$ cat src/rtl/mem_port_arbiter.sv
// mem_port_arbiter
//
// Shares the memory's synchronous read port (port 1) and its write port
// between the CPU load/store unit and the DMA/blitter engine. Grant and ack
// are combinational in the request cycle. Read data comes back one cycle
// later and is steered to whichever requester issued the read. One access
// per cycle, no bubbles.
//
// Optional build macro: MEM_ARB_STARVE_GUARD_EN
//   undefined : strict CPU priority (DMA wins only when the CPU is idle or
//               while the DMA holds a lock)
//   defined   : after STREAK_MAX consecutive CPU grants with the DMA waiting,
//               the DMA is given one slot
//
// Parameters
//   ADDR_W      address width
//   DATA_W      data width
//   STREAK_MAX  CPU grants allowed while the DMA waits (guard build), 1..15
//
// Ports
//   clk, rst_n                          clock, async active-low reset
//   cpu_req/we/addr/wdata -> cpu_ack    CPU request, accepted this cycle
//   cpu_rvalid, cpu_rdata               CPU read return (1 cycle after ack)
//   dma_req/we/addr/wdata -> dma_ack    DMA request, accepted this cycle
//   dma_lock                            DMA keeps ownership across beats
//   dma_rvalid, dma_rdata               DMA read return (1 cycle after ack)
//   mem_ren, mem_raddr                  to mem ren / raddr1
//   mem_wen, mem_waddr, mem_wdata       to mem wen / waddr / wdata
//   mem_rdata                           from mem rdata1
//
// state       | meaning
// ------------+-----------------------------------------------
// ST_IDLE     | no owner, nothing granted last cycle
// ST_CPU_OWN  | last grant went to the CPU
// ST_DMA_OWN  | last grant went to the DMA without lock
// ST_DMA_LOCK | last grant went to the DMA with dma_lock = 1

module mem_port_arbiter #(
  parameter int ADDR_W     = 16,
  parameter int DATA_W     = 16,
  parameter int STREAK_MAX = 4
) (
  input  logic              clk,
  input  logic              rst_n,

  input  logic              cpu_req,
  input  logic              cpu_we,
  input  logic [ADDR_W-1:0] cpu_addr,
  input  logic [DATA_W-1:0] cpu_wdata,
  output logic              cpu_ack,
  output logic              cpu_rvalid,
  output logic [DATA_W-1:0] cpu_rdata,

  input  logic              dma_req,
  input  logic              dma_we,
  input  logic [ADDR_W-1:0] dma_addr,
  input  logic [DATA_W-1:0] dma_wdata,
  input  logic              dma_lock,
  output logic              dma_ack,
  output logic              dma_rvalid,
  output logic [DATA_W-1:0] dma_rdata,

  output logic              mem_ren,
  output logic [ADDR_W-1:0] mem_raddr,
  output logic              mem_wen,
  output logic [ADDR_W-1:0] mem_waddr,
  output logic [DATA_W-1:0] mem_wdata,
  input  logic [DATA_W-1:0] mem_rdata
);

  typedef enum logic [1:0] {
    ST_IDLE     = 2'd0,
    ST_CPU_OWN  = 2'd1,
    ST_DMA_OWN  = 2'd2,
    ST_DMA_LOCK = 2'd3
  } state_t;

  state_t state;
  state_t state_nxt;

  logic   cpu_win;
  logic   dma_win;
  logic   guard_act;

  // Read-return tracking: rd_owner = 1 means the DMA issued the read.
  logic   rd_pend;
  logic   rd_owner;

  // Out-of-range STREAK_MAX would make the 4-bit streak compare meaningless.
  if (STREAK_MAX < 1 || STREAK_MAX > 15) begin : g_streak_max_range
    $error("mem_port_arbiter: STREAK_MAX must be within 1..15");
  end

`ifdef MEM_ARB_STARVE_GUARD_EN
  localparam logic [3:0] STREAK_LIM = 4'(STREAK_MAX);

  logic [3:0] cpu_streak;

  assign guard_act = dma_req && (cpu_streak == STREAK_LIM);

  // Counts CPU wins only while the DMA is actually waiting; any DMA grant or
  // a cycle without a DMA request starts the count over.
  always_ff @(posedge clk or negedge rst_n) begin
    if (!rst_n) begin
      cpu_streak <= 4'd0;
    end else if (dma_win || !dma_req) begin
      cpu_streak <= 4'd0;
    end else if (cpu_win && (cpu_streak != 4'hF)) begin
      cpu_streak <= cpu_streak + 4'd1;
    end
  end
`else
  assign guard_act = 1'b0;
`endif

  // Grant, next state and memory steering.
  always_comb begin
    cpu_win   = 1'b0;
    dma_win   = 1'b0;
    state_nxt = ST_IDLE;
    mem_ren   = 1'b0;
    mem_raddr = '0;
    mem_wen   = 1'b0;
    mem_waddr = '0;
    mem_wdata = '0;

    // A locked DMA keeps the port for as long as it keeps requesting; the
    // lock bit itself only matters on a beat the DMA actually wins.
    if (dma_req && ((state == ST_DMA_LOCK) || guard_act || !cpu_req)) begin
      dma_win = 1'b1;
    end else if (cpu_req) begin
      cpu_win = 1'b1;
    end

    if (dma_win) begin
      state_nxt = dma_lock ? ST_DMA_LOCK : ST_DMA_OWN;
      mem_ren   = !dma_we;
      mem_raddr = dma_addr;
      mem_wen   = dma_we;
      mem_waddr = dma_addr;
      mem_wdata = dma_wdata;
    end else if (cpu_win) begin
      state_nxt = ST_CPU_OWN;
      mem_ren   = !cpu_we;
      mem_raddr = cpu_addr;
      mem_wen   = cpu_we;
      mem_waddr = cpu_addr;
      mem_wdata = cpu_wdata;
    end
  end

  always_ff @(posedge clk or negedge rst_n) begin
    if (!rst_n) begin
      state <= ST_IDLE;
    end else begin
      state <= state_nxt;
    end
  end

  always_ff @(posedge clk or negedge rst_n) begin
    if (!rst_n) begin
      rd_pend  <= 1'b0;
      rd_owner <= 1'b0;
    end else begin
      rd_pend <= mem_ren;
      if (mem_ren) begin
        rd_owner <= dma_win;
      end
    end
  end

  assign cpu_ack    = cpu_win;
  assign dma_ack    = dma_win;

  // Data fans out to both requesters; only the owner sees rvalid.
  assign cpu_rdata  = mem_rdata;
  assign dma_rdata  = mem_rdata;
  assign cpu_rvalid = rd_pend && !rd_owner;
  assign dma_rvalid = rd_pend &&  rd_owner;

endmodule

$ cat config.mk
export PLATFORM = sky130hd
export DESIGN_NAME = mem_port_arbiter
export DESIGN_NICKNAME = d
export VERILOG_FILES = /design/src/rtl/mem_port_arbiter.sv
export SDC_FILE = /design/constraint.sdc
export NUM_CORES = 1
export LEC_CHECK = 0
export ABC_AREA = 1
export CAP_MARGIN = 20
export CORE_UTILIZATION = 19
export CTS_CLUSTER_DIAMETER = 60
export DETAILED_ROUTE_END_ITERATION = 6
export PLACE_DENSITY = 0.77
export SYNTH_ARGS = -nofsm -noshare
export SYNTH_HDL_FRONTEND = slang
export SYNTH_SLANG_ARGS = --single-unit
$ cat constraint.sdc
create_clock -name clk -period 1.18 [get_ports clk]
set_input_delay 0.236 -clock clk [delete_from_list [all_inputs] [get_ports clk]]
set_output_delay 0.236 -clock clk [all_outputs]
set_load 0.05 [all_outputs]
==> impl_results.md, run 1 <==
- Mapped Nets: 264
- Num Clock Sinks: 4
- Initial antenna violation count: 0
- Die X: 74.5 um
- Worst-path clk slew: 30 ps
- Worst vdd ir: 445 uV
- Crit path launch type: flip-flop
- Initial Utilization: 19.7%
- Starting DRT DRC Count: 7
- Unrepaired setup endpoints after global routing: yes
- All-layer global routing usage: 15.3%
- Largest net degree at the start of global routing: 24
- Minimum clock period: 1740 ps
- CP Capture Type: output pin
- Synth top area cells: nand2_1, buf_4, dfrtp_1, nand2_2, buf_6
- Vias per cell: 4.10
- Clock Tree Buf Depth: 2
- WL per Instance: 13.7 um
- Maxcap violations: 0
- Hold WC Path Type: input port to async pin
- Layout area overhead: 240%
- Delay of the slowest critical-path stage: 340 ps
- CP top delay family: simple AND/OR/NAND/NOR gates
- Final Max Tran Viols: 0
- Min Hold Slack: 231 ps
- Total number of vias: 1398
- Cell Chain, Critical Path: nand2_1 > nand2_1 > nand2_2 > nand2_4 > inv_8 > buf_12 > buf_12 > nand2_4 > nand2_8 > buf_12
- Core area: 5070 um2
- Vias in the first global route: 1508
- Synth warn: 0
- Total wire length: 4.66 mm
- TritonCTS clock tree: built
- CP most frequent cell: buf_12
- Outcome: finished with violations
- Yosys top cell area share: 36.8%
- Worst flop-to-flop path startpoint: state[0]$_DFF_PN0_
- Row count: 26
- Share of layout cells above drive strength 1: 59.0%
- Endpoints failing setup: 52
- Leakage: 1.55 nW
- Post-synthesis area per instance: 5.64 um2
- Drt first pass iters: 4
- Pwr dens: 768 nW/um2
- Origin of the worst setup path: state[0]$_DFF_PN0_
- DP Cell Count: 328
- Worst EP arrival: 1500 ps
- Fin crit share: 147%
- Pre-CTS WS: -634 ps
- Most area-hungry cell type in the Yosys netlist: nand2_1
- H-tree depth: 1
- First-pass GRT wire length: 6.57 mm
- Failing checks: negative setup slack
- Worst Skew: 0.376 ps
- GRT overflow: 0
- Fin nets: 360
- CTS Buf Count: 3
- Yosys reg bits: 4
- ANT cells: 0
- Mapped Cells: 177
- Clock Latency Late Sink: 210 ps
- CP bufs+invs: 4
- Crit-path max FO: 6
- Die area: 5550 um2
- Slowest CP cell: dfrtp_1
- Port Buffer Count: 124
- Clk root buf: clkbuf_8
- Final Hold Viols: 0
- ANT nets after route: 0
- Non-filler instance count after layout: 341
- Gpl congestion: 0.694
- Crit path setup slack, layout: -556 ps
- Worst path required time: 940 ps
- Slew HR: 86.7%
- Critical path class: flip-flop to output pin
- Fmax: 576 MHz
- Die Ht: 74.5 um
- Tightest Pin Transition: 199 ps
- DRC Markers: 0
- Register area share after synthesis: 10.0%
- Post-detail-place hpwl: 3.54 mm
- Synth cell types: 12
- Boundary pin count: 173
- Post-Syn Area: 998 um2
area by class of cell:
type                       instances  area (um2)
multi-input combinational        112        1100
clock buffer                       3        41.3
inverter                           7        37.5
tap                               70        87.6
fill                             380        1680
timing repair buffer             145        2030
sequential                         4         100
layout by cell type, fill, tap and decap left out:
cell / synthesis / routed
clkdlybuf4s50_1: 0 / 68
buf_12: 1 / 59
nand2_4: 0 / 50
nand2_1: 98 / 33
nand2_8: 0 / 16
buf_4: 48 / 12
nand2_2: 12 / 11
inv_1: 5 / 4
dfrtp_1: 4 / 4
clkbuf_8: 0 / 3
buf_6: 2 / 3
dlygate4sd2_1: 0 / 2
inv_2: 1 / 1
inv_8: 0 / 1
nor2_2: 0 / 1
clkinvlp_4: 0 / 1
nand3_4: 0 / 1
clkbuf_16: 0 / 1
Yosys cell counts:
library cell,count
nand2_1,98
buf_4,48
nand2_2,12
inv_1,5
dfrtp_1,4
buf_2,3
buf_6,2
buf_12,1
inv_2,1
inv_4,1
nand3_1,1
nor2_1,1
metrics by stage:
stage / utilization [%] / power, mW / TNS (ps) / instance area [um2]
floorplan: - / 1.54 / -8660 / 1540
global placement: 58.9 / 2.14 / -29350 / 2990
detailed placement: 58.9 / 2.16 / -30410 / 2990
CTS: 66.0 / 2.61 / -25550 / 3350
global route: 66.9 / 2.70 / -28350 / 3390
finish: 66.9 / 2.61 / -25040 / 3390
registers in the layout, summed over array words and instances (netlist names):
name and flops:
state 2, rd_owner 1, rd_pend 1
cells by family (layout without fill, tap and decap cells):
| logic type | Yosys count | count (layout) | share of synthesized area [%] |
|---|---|---|---|
| flip-flops | 4 | 4 | 10.0 |
| AND/OR/NAND/NOR | 112 | 112 | 45.2 |
| buffers and inverters | 61 | 155 | 44.7 |
report_power, final:
part / switching (mW) / total (mW) / internal (mW)
Sequential: 0.00763 / 0.160 / 0.152
Combinational: 1.11 / 2.17 / 1.06
Clock: 0.0637 / 0.281 / 0.217
Total: 1.18 / 2.61 / 1.43
path summary, 6_finish.rpt:
kind                                        endpoint  slack [ps]  depth (start not counted)
worst max-delay path                    mem_raddr[6]        -560                         10
worst min-delay path            rd_owner$_DFFE_PN0P_         230                          1
worst max register to register  rd_owner$_DFFE_PN0P_          30                          8
worst min register to register  rd_owner$_DFFE_PN0P_         510                          2
max in group asynchronous         state[0]$_DFF_PN0_         780                          1
min in group clk                        dma_rdata[3]         470                          0
layer usage:
layer	vias to the layer above	share of wire, %	GRT usage [%]	wire (um)
li1	661	-	-	-
met1	634	32	15.3	1490
met2	93	55	29.2	2560
met3	10	12	5.28	552
met4	0	1.2	5.45	57
met5	-	0	0	0
what timing repair did:
action | 4_1_cts | 5_1_grt
pin swaps | 9 | 10
hold buffers | 0 | 0
setup buffers | 9 | 1
resized for setup | 55 | 10
endpoints found under the setup margin | 52 | 54
cloned | 1 | 1
Power figures use the tool's default switching activity.
==> run 2: changes to the inputs <==
CAP_MARGIN = not set   (was 20)
PLACE_DENSITY = not set   (was 0.77)
PLACE_DENSITY_LB_ADDON = 0.2   (was not set)
==> run 2 against run 1 <==
  * The run still ends with negative setup slack left
  * Die area did not move
  * Combinational power decreased by 2%
  * Cell area down 1.5%
  * Fmax up 4.3%
  * Register-to-register slack better by 120 ps
  * Setup slack gained 71 ps
  * First-iteration DRC count increased by 140%
  * Core utilization down 0.99 points
  * Critical path type unchanged
  * Critical endpoint is now mem_waddr[1]
  * Largest cell class unchanged
==> impl_results.md, run 2 (synthesis gave the netlist of run 1 again) <==
- Outcome: finished with violations
- Failing checks: negative setup slack
- Worst flop-to-flop path startpoint: state[1]$_DFF_PN0_
- Leakage: 1.49 nW (-4.4%)
- Layout area overhead: 235%
- All-layer global routing usage: 13.2% (-2.1 points)
- Commonest non-fill, non-tap cells in the layout: clkdlybuf4s50_1, buf_12, nand2_4, nand2_1, nand2_8
- Minimum clock period: 1670 ps (-71.1 ps)
- Die X: 74.5 um (unchanged)
- Num Clock Sinks: 4 (unchanged)
- Clk root buf: clkbuf_8
- Post-detail-place hpwl: 3.00 mm (-15%)
- Initial Utilization: 19.7% (unchanged)
- Core area: 5070 um2 (unchanged)
- Cell Chain, Critical Path: nand2_1 > nand2_1 > nand2_2 > nand2_4 > inv_8 > buf_12 > nand2_4 > nand2_4 > buf_12
- Die Ht: 74.5 um (unchanged)
- Gpl congestion: 0.682 (-1.6%)
- Delay of the slowest critical-path stage: 350 ps (about the same)
- Vias in the first global route: 1351 (-10%)
- Fmax: 601 MHz (+4.3%)
- Crit path setup slack, layout: -485 ps (+71.1 ps)
- Max reg flops: 2 (unchanged)
- Tightest Pin Transition: 203 ps (+4.14 ps)
- Fin nets: 352 (-2.2%)
- FF-to-FF path depth: 7 (-1)
- ANT cells: 0 (unchanged)
- CTS Buf Count: 3 (unchanged)
- Final Max Tran Viols: 0 (unchanged)
- Unrepaired setup endpoints after global routing: yes
- RR Endpoint: rd_pend$_DFF_PN0_
- Endpoints failing setup: 52 (unchanged)
- Total number of vias: 1327 (-5.1%)
- Most common cell after layout, fill and taps aside: clkdlybuf4s50_1
- Share of layout cells above drive strength 1: 58.9% (-0.11 points)
- Worst vdd ir: 763 uV (+71%)
- Final total power: 2.57 mW (-1.5%)
- Final Cell Area: 3340 um2 (-1.5%)
- Worst path required time: 940 ps (about the same)
- DRC Markers: 0 (unchanged)
- Clock Latency Late Sink: 210 ps (about the same)
- Filler Cells Inserted: 394 (+3.7%)
- WL per Instance: 11.2 um (-18%)
- Internal reg-to-reg setup slack: 150 ps (+120 ps)
- Initial antenna violation count: 0 (unchanged)
- Pwr dens: 768 nW/um2 (about the same)
- Maxcap violations: 0 (unchanged)
- Total wire length: 3.73 mm (-20%)
- Non-filler instance count after layout: 333 (-2.3%)
- CP Capture Type: output pin
- Crit-path max FO: 8 (+2)
- Drt first pass iters: 4 (unchanged)
- Row count: 26 (unchanged)
- Critical path class: flip-flop to output pin
- Starting DRT DRC Count: 17 (+10)
- Boundary pin count: 173 (unchanged)
- Worst EP arrival: 1430 ps (-70 ps)
- DP Cell Count: 327 (-0.30%)
- Placed Area: 3000 um2 (+0.17%)
- H-tree depth: 1 (unchanged)
- Fin crit share: 141% (-6.0 points)
- Port Buffer Count: 124 (unchanged)
- Hold WC Path Type: input port to async pin
- Biggest regs: state: 2 flops, rd_owner: 1 flops, rd_pend: 1 flops
- Largest net degree at the start of global routing: 22 (-8.3%)
- Slew HR: 86.4% (-0.28 points)
- ANT nets after route: 0 (unchanged)
- Reg with most FFs: state
- Die area: 5550 um2 (unchanged)
- Worst-path clk slew: 30 ps (about the same)
- First-pass GRT wire length: 5.75 mm (-12%)
- Clock Tree Buf Depth: 2 (unchanged)
- Slowest CP cell: dfrtp_1
- Vias per cell: 3.98 (-2.8%)
- Worst Skew: 0.591 ps (+0.215 ps)
- Crit path launch type: flip-flop
- Final Hold Viols: 0 (unchanged)
- Final TNS setup: -22950 ps (+2090 ps)
- Post-CTS Hold Buffers: 0 (unchanged)
- GRT overflow: 0 (unchanged)
- TritonCTS clock tree: built
- CP most frequent cell: nand2_4
## run 2: cell types whose count changed in the layout (fill, tap and decap cells not counted), moves of 4 or more
| cell | before | now |
|---|---|---|
| nand2_2 | 11 | 16 |
| nand2_8 | 16 | 21 |
| nand2_1 | 33 | 29 |
| buf_4 | 12 | 6 |
| nand2_4 | 50 | 44 |
## run 2: critical path, delay by kind of cell, from the launching register on
kind,cells,cell delay (ps)
simple gates,6,440
buf+inv,3,400
flops,1,350
## run 2: layer usage
metal / track usage, % / wire length, um
met4: 3.77 / 39
met2: 24.4 / 1920
met5: 0 / 0
met1: 14.2 / 1320
met3: 4.47 / 455
## run 2: report_power, final
group          switching, mW  internal, mW
combinational           1.09          1.03
clock                 0.0635         0.217
sequential           0.00824         0.152
## run 2: worst max-delay path by stage
stage                                  start       endpoint  slack, ps  depth (start not counted)
final                     state[1]$_DFF_PN0_   mem_waddr[1]       -490                          9
after CTS                 state[1]$_DFF_PN0_   mem_raddr[8]       -540                         10
after floorplan           state[0]$_DFF_PN0_  mem_waddr[10]       -320                          9
after detailed placement             cpu_req  mem_raddr[15]       -610                          9
after global routing      state[0]$_DFF_PN0_   mem_waddr[1]       -570                          9
after global placement               cpu_req  mem_raddr[15]       -590                          9
## run 2: cell type report
class,instances,area (um2),area share (%)
tap,70,87.6,2.62
multi-input combinational,112,1140,34.0
sequential,4,100,2.99
clock buffer,3,41.3,1.23
inverter,7,37.5,1.12
timing repair buffer,137,1940,58.1
## run 2: stage by stage
stage	util, %	worst slack, ps	hold WS (ps)
global placement	59.0	-592	445
detailed placement	59.0	-614	447
global route	65.9	-574	230
floorplan	-	-318	-59.6
CTS	66.8	-542	220
finish	65.9	-485	221
## run 2: what timing repair did
| item | 4_1_cts | 5_1_grt |
|---|---|---|
| gates resized for setup | 65 | 3 |
| endpoints found under the setup margin | 52 | 53 |
| cloned | 2 | 0 |
| pin swaps | 18 | 7 |
| setup buffers | 3 | 0 |
